[config.mk]
export PLATFORM = sky130hd
export DESIGN_NAME = serial_msg_tx_flat
export DESIGN_NICKNAME = d
export VERILOG_FILES = /design/src/rtl/serial_msg_tx_if.sv /design/src/rtl/serial_msg_tx.sv /design/src/flat_wrapper.sv
export SDC_FILE = /design/constraint.sdc
export NUM_CORES = 1
export LEC_CHECK = 0
export BUFFER_PORTS_ARGS = -buffer_cell sky130_fd_sc_hd__buf_2
export CAP_MARGIN = 40
export CORE_UTILIZATION = 45
export DETAILED_ROUTE_END_ITERATION = 8
export PLACE_DENSITY = 0.61
export SLEW_MARGIN = 5
export SYNTH_ARGS = -nofsm -noshare
export SYNTH_HDL_FRONTEND = slang
export SYNTH_SLANG_ARGS = --single-unit
[constraint.sdc]
create_clock -name clk -period 1.8 [get_ports clk]
set_clock_uncertainty 0.1 [all_clocks]
set_input_delay 0.27 -clock clk [delete_from_list [all_inputs] [get_ports clk]]
set_output_delay 0.27 -clock clk [all_outputs]
set_load 0.02 [all_outputs]
[src/rtl/serial_msg_tx_if.sv]
// serial_msg_tx_if
//   Control/status bundle for serial_msg_tx.
//   start      request one message (sampled only while idle)
//   repeat_en  level; high = resend the message after each completion
//   txd        serial line, idle high, LSB first
//   busy       message or inter-message gap in progress
//   done       one-clock pulse after the last stop bit of each message
//   byte_idx   index of the byte currently on the line
//   master: the application side; slave: the transmitter.
interface serial_msg_tx_if #(
    parameter int unsigned IDXW = 2
);
    logic            start;
    logic            repeat_en;
    logic            txd;
    logic            busy;
    logic            done;
    logic [IDXW-1:0] byte_idx;

    modport master (
        output start,
        output repeat_en,
        input  txd,
        input  busy,
        input  done,
        input  byte_idx
    );

    modport slave (
        input  start,
        input  repeat_en,
        output txd,
        output busy,
        output done,
        output byte_idx
    );
endinterface

[src/rtl/serial_msg_tx.sv]
// serial_msg_tx
//   Streams a constant MSG_LEN-byte string over an 8N1 UART line, either once
//   per start request or continuously (with GAP_CYCLES idle clocks between
//   messages) while repeat_en is high. Byte 0 = MSG[7:0] is sent first.
//   Ports:
//     clk      system clock, rising edge
//     reset_n  asynchronous active-low reset
//     bus      serial_msg_tx_if.slave: start, repeat_en in; txd, busy, done,
//              byte_idx out (all outputs registered)
module serial_msg_tx #(
    parameter int unsigned            CLK_FREQ   = 50_000_000,
    parameter int unsigned            BAUD       = 115_200,
    parameter int unsigned            MSG_LEN    = 4,
    parameter logic [MSG_LEN*8-1:0]   MSG        = {8'h0A, 8'h2F, 8'h30, 8'h40},
    parameter int unsigned            GAP_CYCLES = 0
) (
    input  logic            clk,
    input  logic            reset_n,
    serial_msg_tx_if.slave  bus
);
    localparam int unsigned IDXW = (MSG_LEN > 1) ? $clog2(MSG_LEN) : 1;
    localparam int unsigned DIV  = CLK_FREQ / BAUD;
    localparam int unsigned CW   = $clog2(DIV);
    localparam int unsigned GW   = (GAP_CYCLES > 1) ? $clog2(GAP_CYCLES) : 1;

    localparam logic [CW-1:0]   BAUD_LAST = CW'(DIV - 1);
    localparam logic [GW-1:0]   GAP_LAST  = GW'((GAP_CYCLES > 0) ? GAP_CYCLES - 1 : 0);
    localparam logic [IDXW-1:0] IDX_LAST  = IDXW'(MSG_LEN - 1);
    localparam logic            HAS_GAP   = (GAP_CYCLES > 0);

    localparam logic [1:0] M_IDLE = 2'd0;
    localparam logic [1:0] M_SEND = 2'd1;
    localparam logic [1:0] M_GAP  = 2'd2;

    localparam logic [1:0] B_IDLE  = 2'd0;
    localparam logic [1:0] B_START = 2'd1;
    localparam logic [1:0] B_DATA  = 2'd2;
    localparam logic [1:0] B_STOP  = 2'd3;

    logic [7:0]      msg_bytes [MSG_LEN];
    logic [1:0]      m_state;
    logic [1:0]      b_state;
    logic [CW-1:0]   baud_cnt;
    logic [2:0]      bit_cnt;
    logic [GW-1:0]   gap_cnt;
    logic [7:0]      shreg;
    logic [IDXW-1:0] idx;
    logic [IDXW-1:0] idx_next;
    logic            txd_q;
    logic            busy_q;
    logic            done_q;

    for (genvar k = 0; k < MSG_LEN; k++) begin : g_bytes
        assign msg_bytes[k] = MSG[8*k +: 8];
    end

    assign idx_next     = idx + 1'b1;
    assign bus.txd      = txd_q;
    assign bus.busy     = busy_q;
    assign bus.done     = done_q;
    assign bus.byte_idx = idx;

    // Every frame start (from idle, gap or the previous stop bit) drives txd
    // low on the same edge and restarts the baud counter, so frames abut with
    // no idle clocks and carry no baud phase from the previous frame.
    always_ff @(posedge clk or negedge reset_n) begin
        if (!reset_n) begin
            m_state  <= M_IDLE;
            b_state  <= B_IDLE;
            baud_cnt <= '0;
            bit_cnt  <= '0;
            gap_cnt  <= '0;
            shreg    <= '0;
            idx      <= '0;
            txd_q    <= 1'b1;
            busy_q   <= 1'b0;
            done_q   <= 1'b0;
        end else begin
            done_q <= 1'b0;
            case (m_state)
                M_IDLE: begin
                    if (bus.start | bus.repeat_en) begin
                        m_state  <= M_SEND;
                        b_state  <= B_START;
                        baud_cnt <= '0;
                        idx      <= '0;
                        shreg    <= msg_bytes[0];
                        txd_q    <= 1'b0;
                        busy_q   <= 1'b1;
                    end
                end
                M_SEND: begin
                    if (baud_cnt != BAUD_LAST) begin
                        baud_cnt <= baud_cnt + 1'b1;
                    end else begin
                        baud_cnt <= '0;
                        case (b_state)
                            B_START: begin
                                b_state <= B_DATA;
                                bit_cnt <= '0;
                                txd_q   <= shreg[0];
                                shreg   <= shreg >> 1;
                            end
                            B_DATA: begin
                                if (bit_cnt == 3'd7) begin
                                    b_state <= B_STOP;
                                    txd_q   <= 1'b1;
                                end else begin
                                    bit_cnt <= bit_cnt + 1'b1;
                                    txd_q   <= shreg[0];
                                    shreg   <= shreg >> 1;
                                end
                            end
                            B_STOP: begin
                                if (idx != IDX_LAST) begin
                                    idx     <= idx_next;
                                    b_state <= B_START;
                                    shreg   <= msg_bytes[idx_next];
                                    txd_q   <= 1'b0;
                                end else begin
                                    done_q <= 1'b1;
                                    idx    <= '0;
                                    if (bus.repeat_en && HAS_GAP) begin
                                        m_state <= M_GAP;
                                        b_state <= B_IDLE;
                                        gap_cnt <= '0;
                                    end else if (bus.repeat_en) begin
                                        b_state <= B_START;
                                        shreg   <= msg_bytes[0];
                                        txd_q   <= 1'b0;
                                    end else begin
                                        m_state <= M_IDLE;
                                        b_state <= B_IDLE;
                                        busy_q  <= 1'b0;
                                    end
                                end
                            end
                            default: begin
                                m_state <= M_IDLE;
                                b_state <= B_IDLE;
                                busy_q  <= 1'b0;
                            end
                        endcase
                    end
                end
                M_GAP: begin
                    if (!bus.repeat_en) begin
                        m_state <= M_IDLE;
                        busy_q  <= 1'b0;
                    end else if (gap_cnt == GAP_LAST) begin
                        m_state  <= M_SEND;
                        b_state  <= B_START;
                        baud_cnt <= '0;
                        shreg    <= msg_bytes[0];
                        txd_q    <= 1'b0;
                    end else begin
                        gap_cnt <= gap_cnt + 1'b1;
                    end
                end
                default: begin
                    m_state <= M_IDLE;
                    b_state <= B_IDLE;
                    busy_q  <= 1'b0;
                    txd_q   <= 1'b1;
                end
            endcase
        end
    end
endmodule

[src/flat_wrapper.sv]
// flat-port wrapper written by rule: the top's interface ports become plain ports
module serial_msg_tx_flat 
#(
    parameter int unsigned            CLK_FREQ   = 50_000_000,
    parameter int unsigned            BAUD       = 115_200,
    parameter int unsigned            MSG_LEN    = 4,
    parameter logic [MSG_LEN*8-1:0]   MSG        = {8'h0A, 8'h2F, 8'h30, 8'h40},
    parameter int unsigned            GAP_CYCLES = 0
)
  (clk, reset_n, bus_start, bus_repeat_en, bus_txd, bus_busy, bus_done, bus_byte_idx);
  serial_msg_tx_if #(.IDXW(2)) bus_i ();
  input  logic clk;
  input  logic reset_n;
  input wire logic [$bits(bus_i.start)-1:0] bus_start;
  input wire logic [$bits(bus_i.repeat_en)-1:0] bus_repeat_en;
  output wire logic [$bits(bus_i.txd)-1:0] bus_txd;
  output wire logic [$bits(bus_i.busy)-1:0] bus_busy;
  output wire logic [$bits(bus_i.done)-1:0] bus_done;
  output wire logic [$bits(bus_i.byte_idx)-1:0] bus_byte_idx;
  assign bus_i.start = bus_start;
  assign bus_i.repeat_en = bus_repeat_en;
  assign bus_txd = bus_i.txd;
  assign bus_busy = bus_i.busy;
  assign bus_done = bus_i.done;
  assign bus_byte_idx = bus_i.byte_idx;
  serial_msg_tx #(.CLK_FREQ(CLK_FREQ), .BAUD(BAUD), .MSG_LEN(MSG_LEN), .MSG(MSG), .GAP_CYCLES(GAP_CYCLES)) u_core (.clk(clk), .reset_n(reset_n), .bus(bus_i));
endmodule
Word level (Yosys, flattened, before mapping)
Cells that the tools add are included.
- register bits after elaboration: 30
- bits of input ports: 4
- output and inout port bits: 5
- add/subtract/negate cells: 4
- order comparisons: 1
- equality and inequality tests: 22
- multiplexer cells: 59
- bitwise operators: 3
- reduce and logical (&&, ||, !) cells: 14
- operators by type and width (kind ; count):
    two-way mux 8 bit ; 9
    case mux 8 bit (3 select lines) ; 2
    two-way mux 9 bit ; 4
    two-way mux 2 bit ; 14
    case mux 9 bit (3 select lines) ; 1
    case mux 2 bit (3 select lines) ; 3
    two-way mux 1 bit ; 17
    binary-select mux 8 bit (select 2 bit) ; 1
    AND reduction 4 bit ; 4
    inequality test 2 bit (second input constant) ; 6
    inequality test 3 bit (second input constant) ; 4
    AND reduction 6 bit ; 2
    adder 9 x 1 -> 9 bit (second input constant) ; 1
    inequality test 9 bit (second input constant) ; 1
    case mux 1 bit (3 select lines) ; 3
    inequality test 4 x 3 -> 1 bit (second input constant) ; 2
    case mux 2 bit (2 select lines) ; 2
    AND reduction 8 bit ; 1
    == test 2 bit (second input constant) ; 3
    case mux 3 bit (2 select lines) ; 1
    AND reduction 5 bit ; 1
    == test 2 x 1 -> 1 bit (second input constant) ; 2
    inequality test 2 x 1 -> 1 bit (second input constant) ; 2
    nonzero test 2 bit ; 2
    other kinds (15) ; 15

Logic depth before layout (Yosys ltp)
Gate-level depths: netlist (run 1).
- depth after elaboration: 9
- mapped depth: 8
- depth with buffers taken out: 6

Least setup slack after synthesis (run 1)
Ideal clock, no wire load.
- path type: register to register
- start point: register u_core.b_state[1]
- end point: register u_core.shreg[6]
- library setup time: 0.119 ns
- data arrival time: 1.614 ns
- path slack: -0.032 ns
- stages on the path, launching flop included: 8
- path buffers: 2
- clock period less this slack: 1.832 ns
- cells stage by stage: dfrtp_1 ha_1 buf_2 nand3b_1 o211ai_2 or2_1 buf_2 o21a_1
- word-level cells in the longest chain between the ends: 4
- elaborated cells on any way between the ends: 10
- classes of those cells: eq/ne (6); mux (3); reduce/logical (1)
- RTL lines (what ; RTL line ; text):
    from (decl) ; serial_msg_tx.sv:42 ; logic [1:0] b_state;
    from (signal assigned) ; serial_msg_tx.sv:69 ; b_state <= B_IDLE;
    from (signal assigned) ; serial_msg_tx.sv:84 ; b_state <= B_START;
    from (signal assigned) ; serial_msg_tx.sv:99 ; b_state <= B_DATA;
    == test 2 bit / == test 2 x 1 -> 1 bit (equally long branches) ; serial_msg_tx.sv:97 ; case (b_state)
    case mux 8 bit (3 select lines) ; serial_msg_tx.sv:97 ;
    two-way mux 8 bit ; serial_msg_tx.sv:93 ; if (baud_cnt != BAUD_LAST) begin
    case mux 8 bit (3 select lines) ; serial_msg_tx.sv:80 ; case (m_state)
    to (signal assigned) ; serial_msg_tx.sv:87 ; shreg <= msg_bytes[0];
    to (signal assigned) ; serial_msg_tx.sv:102 ; shreg <= shreg >> 1;
    to (signal assigned) ; serial_msg_tx.sv:111 ; shreg <= shreg >> 1;
    to (decl) ; serial_msg_tx.sv:46 ; logic [7:0] shreg;
Several ways; a longest one is shown, not always the timed one. The select of a mux whose other input is x is not followed.
A chain may end at the register's enable or synchronous reset.

Final worst setup path (run 1)
- start point: register u_core.baud_cnt[6]
- end point: register u_core.bit_cnt[0]
- word-level cells in the longest chain between the ends: 3
- RTL lines (what ; RTL line ; text):
    from (decl) ; serial_msg_tx.sv:43 ; logic [CW-1:0] baud_cnt;
    from (signal assigned) ; serial_msg_tx.sv:94 ; baud_cnt <= baud_cnt + 1'b1;
    inequality test 9 bit ; serial_msg_tx.sv:93 ;
    NOT 1 bit (no source line) ; -- ;
    AND reduction 4 bit (no source line) ; -- ;
    to (signal assigned) ; serial_msg_tx.sv:109 ; bit_cnt <= bit_cnt + 1'b1;
    to (decl) ; serial_msg_tx.sv:44 ; logic [2:0] bit_cnt;
No other way between the ends.

==> metrics, run 1 <==
crit-path max cell delay 0.59 ns; critical path required time 1.87 ns; WS Path Type flop to flop; worst relative slew slack 0.591; via count 1520; FMAX 550 MHz; Hold Vio Cnt, Final 0; synth top area cells dfrtp_1 37%, ha_1 10%, mux2i_1 4.6%; Non-Filler Instances 262; uppermost layer routed met4; CTS Root Cell clkbuf_8; max-slew violation count 0; nets@finish 233; Synth Area in Simple Gates 0.189; post-synthesis average cell area 9.95 um^2; Sw Ratio 0.378; gpl congestion 0.852; Clock transition at path regs 0.10 ns; async set-or-reset flop fraction in the synthesized netlist 1.00; Synth Cell Area 0.00175 mm^2; Critical-path top delay cell or4b_4; Pint 1560 uW; final core utilization 0.590; Synth Area in Compound Gates 0.200; register share of total power 0.417; clk sinks 27; Netlist cell types 52; part of the power in combinational logic 0.443; met3 WL 149 um; initial antenna violation count 0; Synth Area in Adders 0.100; Power Total 2520 uW; leakage 0.00102 uW; Min Clock Period, post-route 1.82 ns; Final ANT Viol Nets 0; length of routed wiring on met1 1900 um; average wire per cell in the routed design 15.6 um; first-pass GRT wire length 6790 um; Post-synth EDFFs 0; die width 64.4 um; post-DR vias/cell 5.80; pwr/cell area 1160 mW/mm^2; grt ovf 0; largest family of logic cells by synthesized area compound AO/OA/AOI/OAI gates; Startpoint Class flop; clk_lat worst skew 0.28 ns; mux cell area share after synthesis 0.0608; crit end category flop; commonest non-fill, non-tap cells in the layout 33 x buf_4, 22 x dfrtp_1, 20 x nand2_1; Final Setup Violations 1; instance count of the mapped netlist 176; Hold Crit Class input pin to flop; DP Wirelength 3030 um; post-synth top area cell dfrtp_1; H-tree Lvls 1; largest net degree at the start of global routing 28; Worst Setup Slack, final -0.0183 ns; NetSw 953 uW; top-area cell type share of the netlist area 0.372; DRT iter0 DRCs 73; ys flop type dfrtp_1; CP Max Fanout 4; Syn Nets 194; drt total wl 4080 um; sequential share of the synthesized area 0.387; metal2 WL 1970 um; clock network power share 0.140; buffers plus inverters on the worst setup path 0; TritonRoute pass-1 iters 4; VDD IR-drop max 0.634 mV; critical path's top delay family simple AND/OR/NAND/NOR gates; Area growth syn-to-layout 24.2%; CTS Buf Count 3; port buffer count 8; starting density of the core 0.475; dpl cells 252; Die ar. 0.00414 mm^2; run status finished, violations left; CP Cell Sequence or4b_4, nor2_4, nand4b_4, mux2_4; number of placement rows 22; diode count 0; CTS max path bufs 2; clock tree from TritonCTS built; failing checks negative setup slack; fraction of layout cells with a size suffix above 1 0.360; Ports 9; Die Y 64.4 um; core footprint 0.00369 mm^2; #FFs+latches synth 27; max_cap viols 0; Least-Margin Pin Slew 0.614 ns; most common cell after layout, fill and taps aside buf_4; Global Route Usage Sum 0.213; drt drc 0; Worst Path Arrival 1.89 ns; pre-CTS setup slack -0.111 ns; synth warn 0; vias in the first global route 1455; Synth Area in XOR/XNOR 0.0150; unrepaired setup endpoints after global routing true; period utilisation layout 1.01
-- timing repair --
action | 4_1_cts | 5_1_grt
pin swaps | 0 | 8
hold buffers | 1 | 0
endpoints found under the hold margin | 26 | 0
resized for setup | 4 | 16
buffers inserted | 0 | 5
endpoints found under the setup margin | 12 | 21
-- cells in the mapped netlist (3+ instances only) --
master      n
o21ai_1     3
nand3_1     7
a21oi_1     7
o22ai_1     4
nand2b_1    3
nor2_1      3
a2bb2oi_1   5
a31oi_1     5
o21ai_0     5
nand2_1    20
dfrtp_1    26
clkbuf_1    4
mux2i_1     8
buf_2       4
o31ai_2     3
ha_1       14
and3_1      3
inv_1      11
-- layer usage --
metal / GRT usage / up-vias
li1: - / 719
met5: 0 / -
met3: 0.0286 / 6
met2: 0.341 / 41
met1: 0.286 / 754
met4: 0.0944 / 0
-- worst paths after layout --
| path | startpoint | endpoint | slack, ns | depth (start not counted) |
|---|---|---|---|---|
| setup / recovery | u_core.baud_cnt[6]$_DFFE_PN0P_ | u_core.bit_cnt[0]$_DFFE_PN0P_ | -0.02 | 4 |
| min in group asynchronous | reset_n | u_core.baud_cnt[0]$_DFFE_PN0P_ | 0.43 | 2 |
| hold reg to reg | u_core.bus.busy$_DFFE_PN0P_ | u_core.bus.busy$_DFFE_PN0P_ | 0.39 | 1 |
| setup reg to reg | u_core.baud_cnt[6]$_DFFE_PN0P_ | u_core.bit_cnt[0]$_DFFE_PN0P_ | -0.02 | 4 |
| max in group asynchronous | reset_n | u_core.bus.byte_idx[0]$_DFFE_PN0P_ | 0.73 | 2 |
| hold / removal | bus_start | u_core.bus.busy$_DFFE_PN0P_ | 0.30 | 4 |
-- metrics by stage --
step                        TNS [ns]  hold slack [ns]  instance area [um^2]
after global routing          -0.298            0.363                  2170
after detailed placement      -0.422            0.223                  2030
after global placement       -0.0184            0.209                  2030
final                        -0.0183            0.302                  2170
after CTS                    -0.0714            0.307                  2090
after floorplan           -0.0000787           -0.126                  1770
-- cells by family after synthesis --
kind of cell | count (synthesis)
AND/OR/NAND/NOR | 54
AO/OA/AOI/OAI | 48
flip-flops | 27
buffers and inverters | 20
adder cells (fa/ha/maj) | 14
multiplexers | 10
XOR/XNOR | 3
-- flip-flops by register name, summed over array words and instances, names as in the netlist --
| signal | count |
|---|---|
| u_core.bus.txd | 1 |
| u_core.b_state | 2 |
| u_core.m_state | 1 |
| u_core.bus.byte_idx | 2 |
| u_core.bit_cnt | 3 |
| u_core.shreg | 7 |
| u_core.bus.busy | 1 |
| u_core.bus.done | 1 |
| u_core.baud_cnt | 9 |
-- worst min-delay path, delay by kind of cell --
kind	cells	cell delay (ns)
AOI/OAI and AO/OA	1	0.11
buffers and inverters	1	0.09
and+or+nand+nor	2	0.19
-- final cells by class --
cell class / instances / area, um^2
Multi-Input combinational cell: 129 / 1040
Fill cell: 347 / 1510
Timing Repair Buffer: 43 / 309
Sequential cell: 27 / 682
Tap cell: 48 / 60.1
Inverter: 11 / 41.3
Clock buffer: 4 / 45.0
-- power groups by stage --
| stage | clock [uW] | combinational, uW | sequential [uW] |
|---|---|---|---|
| floorplan | 0 | 654 | 1060 |
| global route | 380 | 1250 | 1080 |
| CTS | 368 | 1000 | 1060 |
| finish | 352 | 1120 | 1050 |
| global placement | 0 | 960 | 1040 |
| detailed placement | 0 | 999 | 1060 |
Note: power is estimated with default switching activity, not from simulation.
==> inputs of run 2 (changes only) <==
--- a/config.mk
+++ b/config.mk
@@ -5,11 +5,11 @@
 export SDC_FILE = /design/constraint.sdc
 export NUM_CORES = 1
 export LEC_CHECK = 0
-export BUFFER_PORTS_ARGS = -buffer_cell sky130_fd_sc_hd__buf_2
 export CAP_MARGIN = 40
-export CORE_UTILIZATION = 45
+export CORE_UTILIZATION = 56
 export DETAILED_ROUTE_END_ITERATION = 8
-export PLACE_DENSITY = 0.61
+export DONT_BUFFER_PORTS = 1
+export PLACE_DENSITY = 0.71
 export SLEW_MARGIN = 5
 export SYNTH_ARGS = -nofsm -noshare
 export SYNTH_HDL_FRONTEND = slang
==> run 2 against run 1 <==
Sequential share of layout area grew 1.7 points. Die area shrank 19%. Core utilization grew 13 points. The run still ends with negative setup slack left. Global-route usage grew 3.8 points. Final cell count shrank 10%. Critical path depth is the same. Setup slack gained 0.010 ns. Hold slack lost 0.18 ns. Register-to-register slack is essentially flat. Cell area shrank 5.5%. Clock power shrank 24%. Wire length shrank 7.5%.
==> metrics, run 2 (synthesis gave the netlist of run 1 again) <==
Final ANT Viol Nets 0; part of the power in combinational logic 0.449; CTS max path bufs 2; multi-input combinational cell area 0.00101 mm^2; Largest Register u_core.baud_cnt; pre-CTS setup slack -0.0852 ns; crit-path max cell delay 0.60 ns; fillers 223; VDD IR-drop max 0.795 mV; Least-Margin Pin Slew 0.230 ns; register share of total power 0.438; post-DR vias/cell 6.22; via count 1462; run status finished, violations left; CTS Root Cell clkbuf_4; drt total wl 3780 um; Min Clock Period, post-route 1.81 ns; clk sinks 27; failing checks negative setup slack; average wire per cell in the routed design 16.1 um; pwr/cell area 1150 mW/mm^2; max_cap viols 0; largest net degree at the start of global routing 28; placed cell area 0.00197 mm^2; critical path required time 1.93 ns; Final Setup Violations 1; HP Start bus_start; Global Route Usage Sum 0.251; diode count 0; TritonRoute pass-1 iters 4; CP Cell Sequence or4b_4, nor2_4, nand4b_4, mux2_4; clock tree from TritonCTS built; clk_lat worst skew 0.33 ns; Hold Vio Cnt, Final 0; Clock transition at path regs 0.14 ns; grt ovf 0; critical path's top delay family simple AND/OR/NAND/NOR gates; Die ar. 0.00335 mm^2; worst hold endpoint u_core.bus.busy$_DFFE_PN0P_; buffers plus inverters on the worst setup path 0; Worst Path Arrival 1.94 ns; port buffer count 0; CP Max Fanout 3; final instance area 0.00205 mm^2; commonest non-fill, non-tap cells in the layout 31 x buf_4, 24 x dfrtp_1, 20 x nand2_1; drt drc 0; Worst Setup Slack, final -0.00788 ns; NetSw 910 uW; Critical-path top delay cell or4b_4; final core utilization 0.720; Hold Crit Class input pin to flop; worst hold path cell count 3; Die Y 57.9 um; Register-to-Register Path Depth 4; die width 57.9 um; period utilisation layout 1.00; RR Endpoint u_core.bit_cnt[0]$_DFFE_PN0P_; most common cell after layout, fill and taps aside buf_4; nets@finish 223; crit end category flop; fraction of layout cells with a size suffix above 1 0.284; worst relative slew slack 0.846; Largest regs u_core.baud_cnt x9, u_core.shreg x7, u_core.bit_cnt x3; instance count on the critical path 4; Sw Ratio 0.383; first-pass GRT wire length 6380 um; number of placement rows 19; H-tree Lvls 1; FMAX 553 MHz; DP Wirelength 2800 um; max FFs per register 9; initial antenna violation count 0; gpl congestion 0.880; Pint 1460 uW; core footprint 0.00285 mm^2; vias in the first global route 1320; RR Startpoint u_core.baud_cnt[6]$_DFFE_PN0P_; clock network power share 0.112; starting density of the core 0.614; leakage 0.000986 uW; setup slack, reg-to-reg -0.008 ns; Area growth syn-to-layout 17.4%; Ports 9; DRT iter0 DRCs 88; register area 679 um^2; CTS Buf Count 3; Startpoint Class flop; max-slew violation count 0; unrepaired setup endpoints after global routing true; WS Path Type flop to flop
==> run 2: per-layer routing <==
| metal | track usage | vias to the layer above | part of all wire |
|---|---|---|---|
| met2 | 0.381 | 41 | 0.46 |
| met4 | 0.0918 | 0 | 0.012 |
| met1 | 0.374 | 713 | 0.49 |
| met5 | 0 | - | 0 |
| li1 | - | 704 | - |
| met3 | 0.0268 | 4 | 0.043 |
==> run 2: worst max path at each step <==
stage | from | to | slack [ns]
floorplan | u_core.baud_cnt[6]$_DFFE_PN0P_ | u_core.bit_cnt[0]$_DFFE_PN0P_ | -0.00008
global placement | u_core.b_state[0]$_DFFE_PN0P_ | u_core.shreg[2]$_DFFE_PN0P_ | 0.0009
detailed placement | u_core.b_state[0]$_DFFE_PN0P_ | u_core.shreg[2]$_DFFE_PN0P_ | -0.09
CTS | u_core.baud_cnt[6]$_DFFE_PN0P_ | u_core.bit_cnt[0]$_DFFE_PN0P_ | -0.02
global route | u_core.baud_cnt[6]$_DFFE_PN0P_ | u_core.bit_cnt[0]$_DFFE_PN0P_ | -0.06
finish | u_core.baud_cnt[6]$_DFFE_PN0P_ | u_core.bit_cnt[0]$_DFFE_PN0P_ | -0.008
==> run 2: through the flow <==
stage / total power (uW) / hold slack, ns / TNS [ns] / std cells
5_1_grt: 2530 / 0.153 / -0.289 / 235
3_5_place_dp: 2040 / -0.125 / -0.188 / 227
6_report: 2370 / 0.120 / -0.00788 / 235
2_1_floorplan: 1710 / -0.126 / -0.0000787 / 176
4_1_cts: 2340 / 0.113 / -0.0235 / 234
3_3_place_gp: 2000 / -0.125 / 0 / 227
==> run 2: what timing repair did <==
item                                    in CTS  in global routing
endpoints found under the setup margin      10                 14
buffers inserted                             1                  1
hold endpoints to repair                    27                  0
cloned                                       0                  0
resized for setup                            4                  2
pin swaps                                    0                  2
hold buffers                                 2                  0
==> run 2: cell type report <==
type                    count  area share
flip-flops and latches     27       0.331
well taps                  31      0.0189
clock buffers               4      0.0128
multi-input cells         129       0.490
inverters                  11      0.0201
repair buffers             33       0.128
==> run 2: worst register-to-register path: stages, from the launching register on <==
cell      delay [ns]
dfrtp_1         0.44
or4b_4          0.60
nor2_4          0.15
nand4b_4        0.12
mux2_4          0.31
==> run 2: power groups by stage <==
stage | Clock, uW | Combinational (uW) | Sequential, uW
floorplan | 0 | 654 | 1060
global placement | 0 | 965 | 1030
global route | 287 | 1170 | 1070
finish | 267 | 1070 | 1040
detailed placement | 0 | 995 | 1050
CTS | 272 | 1040 | 1030
